$ cat src/rtl/ahfp_pkg.sv
// Shared definitions for the AHFP floating-point blocks: default field widths,
// exponent bias, canonical quiet NaN and operand classification.
package ahfp_pkg;

  localparam int unsigned AHFP_EXP_W = 8;
  localparam int unsigned AHFP_MAN_W = 23;

  // Classification of an operand once split into its fields
  typedef struct packed {
    logic sign;
    logic zero;
    logic inf;
    logic nan;
  } ahfp_unpk_t;

  function automatic int unsigned ahfp_bias(input int unsigned exp_w);
    return (32'd1 << (exp_w - 1)) - 32'd1;
  endfunction

  // Sign 0, exponent all ones, mantissa MSB set; caller slices to its width
  function automatic logic [63:0] ahfp_qnan(input int unsigned exp_w, input int unsigned man_w);
    return (((64'd1 << exp_w) - 64'd1) << man_w) | (64'd1 << (man_w - 1));
  endfunction

endpackage

$ cat src/rtl/ahfp_lzc.sv
// Combinational leading-zero counter; an all-zero input returns DATA_W.
module ahfp_lzc #(
  parameter int unsigned DATA_W = 27,
  parameter int unsigned CW     = $clog2(DATA_W + 1)
) (
  input  logic [DATA_W-1:0] i_data,
  output logic [CW-1:0]     o_count
);

  // Scanning upward lets the highest set bit win
  always_comb begin
    o_count = CW'(DATA_W);
    for (int unsigned i = 0; i < DATA_W; i++) begin
      if (i_data[i]) o_count = CW'(DATA_W - 1 - i);
    end
  end

endmodule

$ cat src/rtl/ahfp_add_pipe.sv
// Three-stage flush-to-zero floating-point adder (align / add / normalise+round).
// Define AHFP_ADD_RNE_EN for round-to-nearest-even; otherwise results truncate.
module ahfp_add_pipe
  import ahfp_pkg::*;
#(
  parameter  int unsigned EXP_W = AHFP_EXP_W,
  parameter  int unsigned MAN_W = AHFP_MAN_W,
  localparam int unsigned W     = 1 + EXP_W + MAN_W
) (
  input  logic         clk,
  input  logic         reset,
  input  logic         clk_en,
  input  logic         start,
  input  logic [W-1:0] dataa,
  input  logic [W-1:0] datab,
  output logic [W-1:0] result,
  output logic         done
);

  localparam int unsigned SW  = MAN_W + 4;          // hidden + mantissa + G/R/S
  localparam int unsigned CW  = $clog2(SW + 1);
  localparam int unsigned EW2 = EXP_W + 2;
  localparam logic [EXP_W-1:0] EXP_ONES = '1;
  localparam logic [W-1:0]     QNAN     = W'(ahfp_qnan(EXP_W, MAN_W));
`ifdef AHFP_ADD_RNE_EN
  localparam logic RNE_EN = 1'b1;
`else
  localparam logic RNE_EN = 1'b0;
`endif

  // ---------------- S1: unpack, compare, swap, align ----------------
  logic [EXP_W-1:0]       w_ea, w_eb, w_big_exp, w_small_exp, w_diff;
  logic [MAN_W-1:0]       w_ma, w_mb;
  logic [EXP_W+MAN_W-1:0] w_mag_a, w_mag_b;
  logic [MAN_W:0]         w_big_sig, w_small_sig;
  logic [SW-1:0]          w_ext, w_shift, w_mask, w_aligned, w_big_ext;
  ahfp_unpk_t             w_ua, w_ub;
  logic                   w_swap, w_sign, w_spec;
  logic [W-1:0]           w_spec_val;

  always_comb begin
    w_ea = dataa[MAN_W +: EXP_W];
    w_eb = datab[MAN_W +: EXP_W];
    w_ma = dataa[MAN_W-1:0];
    w_mb = datab[MAN_W-1:0];

    w_ua.sign = dataa[W-1];
    w_ua.zero = (w_ea == '0);
    w_ua.inf  = (w_ea == EXP_ONES) && (w_ma == '0);
    w_ua.nan  = (w_ea == EXP_ONES) && (w_ma != '0);
    w_ub.sign = datab[W-1];
    w_ub.zero = (w_eb == '0);
    w_ub.inf  = (w_eb == EXP_ONES) && (w_mb == '0);
    w_ub.nan  = (w_eb == EXP_ONES) && (w_mb != '0);

    // Denormals compare and add as zero
    w_mag_a = w_ua.zero ? '0 : {w_ea, w_ma};
    w_mag_b = w_ub.zero ? '0 : {w_eb, w_mb};
    w_swap  = (w_mag_b > w_mag_a);

    w_big_exp   = w_swap ? w_eb : w_ea;
    w_small_exp = w_swap ? w_ea : w_eb;
    w_big_sig   = w_swap ? (w_ub.zero ? '0 : {1'b1, w_mb}) : (w_ua.zero ? '0 : {1'b1, w_ma});
    w_small_sig = w_swap ? (w_ua.zero ? '0 : {1'b1, w_ma}) : (w_ub.zero ? '0 : {1'b1, w_mb});
    w_sign      = w_swap ? w_ub.sign : w_ua.sign;
    w_diff      = w_big_exp - w_small_exp;

    w_big_ext = {w_big_sig, 3'b000};
    w_ext     = {w_small_sig, 3'b000};
    w_shift   = w_ext >> w_diff;
    w_mask    = ~({SW{1'b1}} << w_diff);
    if (32'(w_diff) >= SW) w_aligned = {{(SW-1){1'b0}}, |w_ext};
    else                   w_aligned = {w_shift[SW-1:1], w_shift[0] | (|(w_ext & w_mask))};

    w_spec     = 1'b0;
    w_spec_val = '0;
    if (w_ua.nan || w_ub.nan || (w_ua.inf && w_ub.inf && (w_ua.sign != w_ub.sign))) begin
      w_spec     = 1'b1;
      w_spec_val = QNAN;
    end else if (w_ua.inf) begin
      w_spec     = 1'b1;
      w_spec_val = {w_ua.sign, EXP_ONES, {MAN_W{1'b0}}};
    end else if (w_ub.inf) begin
      w_spec     = 1'b1;
      w_spec_val = {w_ub.sign, EXP_ONES, {MAN_W{1'b0}}};
    end
  end

  logic             r1_valid, r1_sign, r1_sub, r1_spec;
  logic [EXP_W-1:0] r1_exp;
  logic [SW-1:0]    r1_big, r1_small;
  logic [W-1:0]     r1_spec_val;

  // ---------------- S2: magnitude add / subtract ----------------
  logic [SW:0] w_sum;

  always_comb begin
    if (r1_sub) w_sum = {1'b0, r1_big} - {1'b0, r1_small};
    else        w_sum = {1'b0, r1_big} + {1'b0, r1_small};
  end

  logic             r2_valid, r2_sign, r2_sub, r2_spec;
  logic [EXP_W-1:0] r2_exp;
  logic [SW:0]      r2_sum;
  logic [W-1:0]     r2_spec_val;

  // ---------------- S3: normalise, round, pack ----------------
  logic [CW-1:0]  w_lz;
  logic [SW-1:0]  w_norm;
  logic [EW2-1:0] w_exp_n, w_exp_f;
  logic [MAN_W+1:0] w_rnd;
  logic [MAN_W-1:0] w_man;
  logic           w_uflow, w_inc;
  logic [W-1:0]   w_res;

  ahfp_lzc #(
    .DATA_W (SW),
    .CW     (CW)
  ) u_lzc (
    .i_data  (r2_sum[SW-1:0]),
    .o_count (w_lz)
  );

  always_comb begin
    w_uflow = 1'b0;
    if (r2_sum[SW]) begin
      w_norm  = {r2_sum[SW:2], r2_sum[1] | r2_sum[0]};
      w_exp_n = {2'b00, r2_exp} + EW2'(1);
    end else begin
      w_norm  = r2_sum[SW-1:0] << w_lz;
      w_exp_n = {2'b00, r2_exp} - EW2'(w_lz);
      w_uflow = (EW2'(w_lz) >= {2'b00, r2_exp});
    end

    // Mantissa carry-out from rounding bumps the exponent and leaves a zero mantissa
    w_inc = RNE_EN & w_norm[2] & (w_norm[1] | w_norm[0] | w_norm[3]);
    w_rnd = {1'b0, w_norm[SW-1:3]} + (MAN_W+2)'(w_inc);
    if (w_rnd[MAN_W+1]) begin
      w_man   = w_rnd[MAN_W:1];
      w_exp_f = w_exp_n + EW2'(1);
    end else begin
      w_man   = w_rnd[MAN_W-1:0];
      w_exp_f = w_exp_n;
    end

    if (r2_spec)                             w_res = r2_spec_val;
    else if (r2_sum == '0)                   w_res = {(r2_sub ? 1'b0 : r2_sign), {(W-1){1'b0}}};
    else if (w_uflow)                        w_res = '0;
    else if (w_exp_f >= {2'b00, EXP_ONES})   w_res = {r2_sign, EXP_ONES, {MAN_W{1'b0}}};
    else                                     w_res = {r2_sign, w_exp_f[EXP_W-1:0], w_man};
  end

  // ---------------- pipeline registers ----------------
  always_ff @(posedge clk) begin
    if (reset) begin
      r1_valid <= 1'b0;
      r2_valid <= 1'b0;
      result   <= '0;
      done     <= 1'b0;
    end else if (clk_en) begin
      r1_valid    <= start;
      r1_sign     <= w_sign;
      r1_sub      <= w_ua.sign ^ w_ub.sign;
      r1_exp      <= w_big_exp;
      r1_big      <= w_big_ext;
      r1_small    <= w_aligned;
      r1_spec     <= w_spec;
      r1_spec_val <= w_spec_val;

      r2_valid    <= r1_valid;
      r2_sign     <= r1_sign;
      r2_sub      <= r1_sub;
      r2_exp      <= r1_exp;
      r2_sum      <= w_sum;
      r2_spec     <= r1_spec;
      r2_spec_val <= r1_spec_val;

      done <= r2_valid;
      if (r2_valid) result <= w_res;
    end
  end

endmodule

$ cat config.mk
export PLATFORM = sky130hd
export DESIGN_NAME = ahfp_add_pipe
export DESIGN_NICKNAME = d
export VERILOG_FILES = /design/src/rtl/ahfp_pkg.sv /design/src/rtl/ahfp_lzc.sv /design/src/rtl/ahfp_add_pipe.sv
export SDC_FILE = /design/constraint.sdc
export NUM_CORES = 1
export LEC_CHECK = 0
export CAP_MARGIN = 5
export CORE_MARGIN = 1.5
export CORE_UTILIZATION = 55
export DETAILED_ROUTE_END_ITERATION = 10
export PLACE_DENSITY = 0.9
export SLEW_MARGIN = 20
export SYNTH_ARGS = -nofsm -noshare
export SYNTH_HDL_FRONTEND = slang
export SYNTH_SLANG_ARGS = --single-unit
$ cat constraint.sdc
create_clock -name clk -period 9.4 [get_ports clk]
set_input_delay 2.82 -clock clk [delete_from_list [all_inputs] [get_ports clk]]
set_output_delay 2.82 -clock clk [all_outputs]
set_load 0.02 [all_outputs]
=== Yosys cells after proc, flatten, opt, wreduce, memory -nomap -nowiden ===
Index checks and enable logic that the tools add are counted.

* Word-level logic and storage cells: 109
* Output and inout port bits: 33
* Register bits after elaboration: 200
* Bits of input ports: 68

* Shifts and indexed selects: 3
* Reductions and logical operators: 20
* Magnitude comparators: 4
* Equality and inequality tests: 3
* Multiplexer cells: 49
* Add/sub/neg operators: 5
* Bitwise gates (word level): 6

{| class="wikitable"
|+ Operators by type and width
! kind !! count
|-
| 32-bit 2-to-1 mux || 5
|-
| 24-bit 2-to-1 mux || 4
|-
| 31-bit 2-to-1 mux || 3
|-
| 5-bit 2-to-1 mux || 16
|-
| 23-bit zero test || 2
|-
| 23-bit nonzero test || 2
|-
| 4-bit 2-to-1 mux || 8
|-
| 31-bit greater-than comparator || 1
|-
| 27-bit by 27-bit adder with 28-bit output || 1
|-
| 28-bit zero test || 1
|-
| 28-bit 2-to-1 mux || 1
|-
| 27-bit by 27-bit subtractor with 28-bit output || 1
|-
| 27-bit bitwise AND || 1
|-
| 27-bit NOT || 1
|-
| 27-bit OR reduction || 1
|-
| 27-bit by 5-bit << shifter with 26-bit output || 1
|-
| 27-bit by 8-bit << shifter with 27-bit output (first input constant) || 1
|-
| 27-bit by 8-bit right shift with 27-bit output || 1
|-
| 26-bit 2-to-1 mux || 1
|-
| 24-bit OR reduction || 1
|-
| 8-bit equality test (second input constant) || 2
|-
| 8-bit zero test || 2
|-
| 8-bit 2-to-1 mux || 2
|-
| 10-bit by 8-bit >= comparator with 1-bit output (second input constant) || 1
|-
| other kinds (16) || 30
|}

=== Logic depth before layout (Yosys ltp) ===
* Depth after elaboration: 34
* Gate-level depth with buffers: 31
* Gate-level depth less buffers: 24

=== Modules after synthesis ===
Synthesis repeated with hierarchy kept, for this count alone.

* Cell total of the unflattened synthesis: 1717
* Area, all modules: 13376.6 sq um

{| class="wikitable"
|+ Modules (own cells, without submodules)
! module !! times used !! cells an instance !! area each (sq um) !! sequential area each (sq um)
|-
| ahfp_add_pipe || 1 || 1666 || 13098.8 || 3853.7
|-
| ahfp_lzc || 1 || 51 || 277.8 || 0.0
|}

=== Worst setup path before layout ===
No wires, ideal clock.

* Path type: input-to-reg
* Start: in dataa[25]
* End: reg r1_small[0], data pin
* Buffers on the path: 8
* Stages: 30
* Arrival: 9.111 ns
* Data required time: 9.136 ns
* Slack: 0.026 ns
* Path through: clkbuf_1 nor4_1 nand2_1 clkbuf_1 clkbuf_1 buf_1 nand2_1 ha_1 nand4_1 or4_4 nor2_2 a21oi_2 buf_6 clkbuf_1 o21a_1 ha_1 o311ai_0 and2_1 nor2_1 a31oi_1 o22a_1 a311oi_1 a311o_1 or3_1 clkbuf_1 a311o_1 buf_6 nor3_2 o2111ai_1 o41a_1

* Longest elaborated chain between the ends: 11

{| class="wikitable"
|+ RTL lines
! element !! RTL line !! source
|-
| from (decl) || ahfp_add_pipe.sv:14 || <nowiki>input logic [W-1:0] dataa,</nowiki>
|-
| 8-bit zero test || ahfp_add_pipe.sv:48 || <nowiki>w_ua.zero = (w_ea == '0);</nowiki>
|-
| 31-bit 2-to-1 mux || ahfp_add_pipe.sv:57 || <nowiki>w_mag_a = w_ua.zero ? '0 : {w_ea, w_ma};</nowiki>
|-
| 31-bit greater-than comparator || ahfp_add_pipe.sv:59 || <nowiki>w_swap = (w_mag_b > w_mag_a);</nowiki>
|-
| 8-bit 2-to-1 mux (on tied branches) || ahfp_add_pipe.sv:61, ahfp_add_pipe.sv:62 ||
|-
| 8-bit subtractor || ahfp_add_pipe.sv:66 || <nowiki>w_diff = w_big_exp - w_small_exp;</nowiki>
|-
| 27-bit by 8-bit << shifter with 27-bit output || ahfp_add_pipe.sv:71 || <nowiki>w_mask = ~({SW{1'b1}} << w_diff);</nowiki>
|-
| 27-bit NOT || ahfp_add_pipe.sv:71 ||
|-
| 27-bit bitwise AND || ahfp_add_pipe.sv:73 || <nowiki>else w_aligned = {w_shift[SW-1:1], w_shift[0] | (|(w_ext & w_mask))};</nowiki>
|-
| 27-bit OR reduction || ahfp_add_pipe.sv:73 ||
|-
| 1-bit bitwise OR || ahfp_add_pipe.sv:73 ||
|-
| 1-bit 2-to-1 mux (*) || ahfp_add_pipe.sv:72 || <nowiki>if (32'(w_diff) >= SW) w_aligned = {{(SW-1){1'b0}}, |w_ext};</nowiki>
|-
| via w_aligned[0] || ahfp_add_pipe.sv:36 || <nowiki>logic [SW-1:0] w_ext, w_shift, w_mask, w_aligned, w_big_ext;</nowiki>
|-
| to (signal assigned) || ahfp_add_pipe.sv:166 || <nowiki>r1_small <= w_aligned;</nowiki>
|-
| to (decl) || ahfp_add_pipe.sv:91 || <nowiki>logic [SW-1:0] r1_big, r1_small;</nowiki>
|}

Mark *: on every way through the listed nets, which the timed path passes. The rest lies on a longest branch.
A chain may end at the register's enable or synchronous reset.

=== Worst setup path in the final report ===
* Start: in datab[26]
* End: reg r1_small[0], data pin

* Longest elaborated chain between the ends: 11

{| class="wikitable"
|+ RTL lines
! element !! RTL line !! source
|-
| from (decl) || ahfp_add_pipe.sv:15 || <nowiki>input logic [W-1:0] datab,</nowiki>
|-
| 8-bit zero test || ahfp_add_pipe.sv:52 || <nowiki>w_ub.zero = (w_eb == '0);</nowiki>
|-
| 31-bit 2-to-1 mux || ahfp_add_pipe.sv:58 || <nowiki>w_mag_b = w_ub.zero ? '0 : {w_eb, w_mb};</nowiki>
|-
| 31-bit greater-than comparator || ahfp_add_pipe.sv:59 ||
|-
| 8-bit 2-to-1 mux (on tied branches) || ahfp_add_pipe.sv:61, ahfp_add_pipe.sv:62 ||
|-
| 8-bit subtractor || ahfp_add_pipe.sv:66 ||
|-
| 27-bit by 8-bit << shifter with 27-bit output || ahfp_add_pipe.sv:71 ||
|-
| 27-bit NOT || ahfp_add_pipe.sv:71 ||
|-
| 27-bit bitwise AND || ahfp_add_pipe.sv:73 ||
|-
| 27-bit OR reduction || ahfp_add_pipe.sv:73 ||
|-
| 1-bit bitwise OR || ahfp_add_pipe.sv:73 ||
|-
| 1-bit 2-to-1 mux (*) || ahfp_add_pipe.sv:72 ||
|-
| via w_aligned[0] || ahfp_add_pipe.sv:36 ||
|}

Marked as above.

==> key figures <==
Yosys
  • Leading post-synthesis cells by cell area: edfxtp_1 24%, ha_1 8.5%, mux2i_1 6.9%
  • Multiplexer share of the synthesized area: 9.51%
  • Distinct cells, synth: 81
  • Syn_area_per_cell: 7.94 um^2
  • Syn. warnings: 0
  • Area leader, netlist: edfxtp_1
  • Largest family of logic cells by synthesized area: compound AO/OA/AOI/OAI gates
  • Top cell type's share of synthesized area: 24.2%
  • Compound-Gate Fraction of Synth Area: 23.4%
  • Area of the mapped netlist: 13000 um^2
  • Seq/Total Area, Yosys: 29.6%
  • Adder-cell share of the synthesized area: 8.76%
  • Synth Area in XOR/XNOR: 2.82%
  • Top_reg_cell synth: edfxtp_1
  • Post-synthesis simple-gate area fraction: 20.0%
  • Async SR Flop Fraction: 0%
  • Number of synthesized flops with an enable pin: 105
  • Synth Net Count: 1800
  • Synthesis-stage register bit count: 140
  • Gate Count Post-Synth: 1642

Cells and area
  • Fillers: 1979
  • Util after Layout: 64.3%
  • Final net count: 1867
  • Synth-to-layout area growth: 15.1%
  • Layout cells sized above 1: 6.91%
  • Antenna Cells: 0

Drt
  • DRT iter0 DRCs: 1176
  • WL/cell: 20.0 um
  • First drt pass iteration count: 6
  • DR vias: 13100
  • Drt total wl: 40800 um
  • DR vias/cell: 6.40
  • Drc violations: 0
  • Post-DRT Antenna Nets: 0

CTS
  • Cts hold-fix bufs: 0
  • CTS tree: done
  • Clock network latency to the later pin of the worst-skew pair: 0.43 ns
  • Clock root cell: clkbuf_16
  • H-Tree Depth: 4
  • CTS buffer count: 17
  • Clock tree sinks: 140
  • Cts repair resizes: 0
  • CTS Buffer Depth: 2
  • Clock transition at path regs: 0.06 ns
  • Setup Fix Bufs, Post-CTS: 0

Global route
  • GR Overflow Total: 0
  • Vias in the first global route: 12200
  • Largest net degree at the start of global routing: 66
  • Tot GR Track Use: 33.6%
  • Global-route wire length before repair: 64300 um
  • Initial antenna violation count: 0

Timing
  • RSZ-0062 raised after global routing: false
  • Share of the clock period used by the worst path: 94.4%
  • Final Max Slew Viols: 0
  • Max Freq: 113 MHz
  • Setup TNS: 0 ns
  • Final Hold Viols: 0
  • Min Tclk post-route: 8.87 ns
  • Finish-stage setup viols: 0
  • Setup skew after layout: 0.0106 ns
  • Slew headroom: 30.0%
  • Worst-Margin Slew: 1.05 ns

Pwr
  • P per Cell Area: 152 nW/um^2
  • Worst vdd ir: 110 uV
  • Leak Pwr: 0.00603 uW

Die
  • Starting Density: 55.8%
  • Die width: 157 um
  • Die Height: 157 um
  • DIE AREA: 24600 um^2
  • Floorplan row count: 56
  • I/O pin total: 101
  • Core outline area: 23300 um^2

Worst setup path
  • R2R setup slack: 3.33 ns
  • Worst Path Required: 9.57 ns
  • Worst setup SP type: input pin
  • Crit Path Max Fanout: 25
  • WS Path Type: in -> reg
  • Crit path DAT: 9.04 ns
  • CP Capture Type: flip-flop

Place
  • Gpl congestion: 1.06
  • Detailed placement HPWL: 32300 um
  • Port bufs: 100

Status
  • Status: finished clean

Job
  • Max-cap check violation count: 0

Hold path
  • Worst Hold Class: reg -> reg
## power breakdown
part / total [uW] / switching [uW] / internal (uW)
logic: 895 / 561 / 334
registers: 765 / 43.8 / 721
clock network: 627 / 281 / 346
total: 2290 / 885 / 1400
## area by class of cell
type                       count  area [um^2]  area share (%)
timing repair buffer         144         1340            8.96
tap                          319          399            2.66
inverter                     103          387            2.58
clock buffer                  17          425            2.84
sequential                   140         3850            25.7
clock inverter                15          130           0.867
multi-input combinational   1303         8460            56.4
## worst max-delay path, stage by stage
cell and delay (ns):
clkdlybuf4s50_1 0.51, nor4_1 0.26, nand2_1 0.09, buf_4 0.22, nand2_1 0.14, inv_1 0.06
ha_1 0.31, nand4_1 0.17, or4_4 0.55, a221o_2 0.33, a211o_1 0.33, o21a_1 0.12
ha_1 0.21, o311ai_0 0.30, and2_1 0.20, nor2_1 0.05, a31oi_1 0.18, o22a_1 0.20
a311oi_1 0.11, a311o_1 0.38, or4b_4 0.65, nor2_1 0.26, o22ai_1 0.14, o41a_1 0.43
## logic make-up (layout without fill, tap and decap cells)
group	Yosys count	count (layout)
mux	112	112
buf+inv	199	279
compound gates	484	484
flops	140	140
fa+ha+maj	90	90
simple gates	575	575
xor+xnor	42	42
## sequential cells by signal, indices dropped and copies added, names as in the netlist
name and flops:
r1_valid 1, r2_sum 28, done 1, r1_big 24
r2_valid 1, result 32, r1_small 27, r2_sign 1
r1_spec_val 3, r1_sub 1, r1_exp 8, r1_sign 1
r2_exp 8, r2_spec_val 3, r2_sub 1
## layout by cell type, fill, tap and decap left out, types with 18 or more instances in the layout
cell and instances:
a211oi_1 26, nor3_1 48, o21ai_0 133, o211ai_1 20, a21oi_1 131, inv_1 102, clkdlybuf4s50_1 100, a31oi_1 19
nand3_1 35, nand2_1 195, ha_1 88, o31ai_1 18, mux2i_1 90, nor2_1 172, xnor2_1 30, buf_4 43
nor4_1 23, edfxtp_1 105, dfxtp_1 35
## synthesized netlist by cell type, types with 15 or more instances
master,instances
mux2i_1,90
nand4_1,15
and2_1,17
clkbuf_1,83
nor4_1,23
nand2_1,195
a31oi_1,19
dfxtp_1,35
edfxtp_1,105
o22ai_1,15
nor3_1,49
xnor2_1,33
ha_1,88
nand2b_1,17
o211ai_1,20
o31ai_1,18
o21ai_0,133
nand3_1,35
a21oi_1,131
nor2_1,172
inv_1,102
a211oi_1,27
## layer usage
metal	GRT usage, %	part of all wire [%]	up-vias
li1	-	-	6144
met1	40.0	38	5976
met2	56.6	47	784
met3	5.15	8.0	164
met4	22.0	6.7	0
met5	0	0	-
## final timing paths
path / start / depth (start not counted) / to
worst max-delay path: datab[26] / 24 / r1_small[0]$_DFFE_PP_
worst min-delay path: r1_exp[1]$_DFFE_PP_ / 0 / r2_exp[1]$_DFFE_PP_
worst max register to register: r2_sum[0]$_DFFE_PP_ / 24 / result[12]$_SDFFE_PP0P_
worst min register to register: r1_exp[1]$_DFFE_PP_ / 0 / r2_exp[1]$_DFFE_PP_
## metrics by stage
stage	hold slack, ns	cells	instance area, um^2	total power [uW]	worst slack, ns
after floorplan	0.400	1642	13000	1370	0.0256
after global placement	0.403	2008	14400	1630	0.307
after detailed placement	0.405	2008	14400	1640	0.167
after CTS	0.415	2040	15000	2270	0.616
after global routing	0.419	2041	15000	2390	0.225
final	0.414	2041	15000	2290	0.530
No activity file was read; power rests on OpenSTA's default activity.
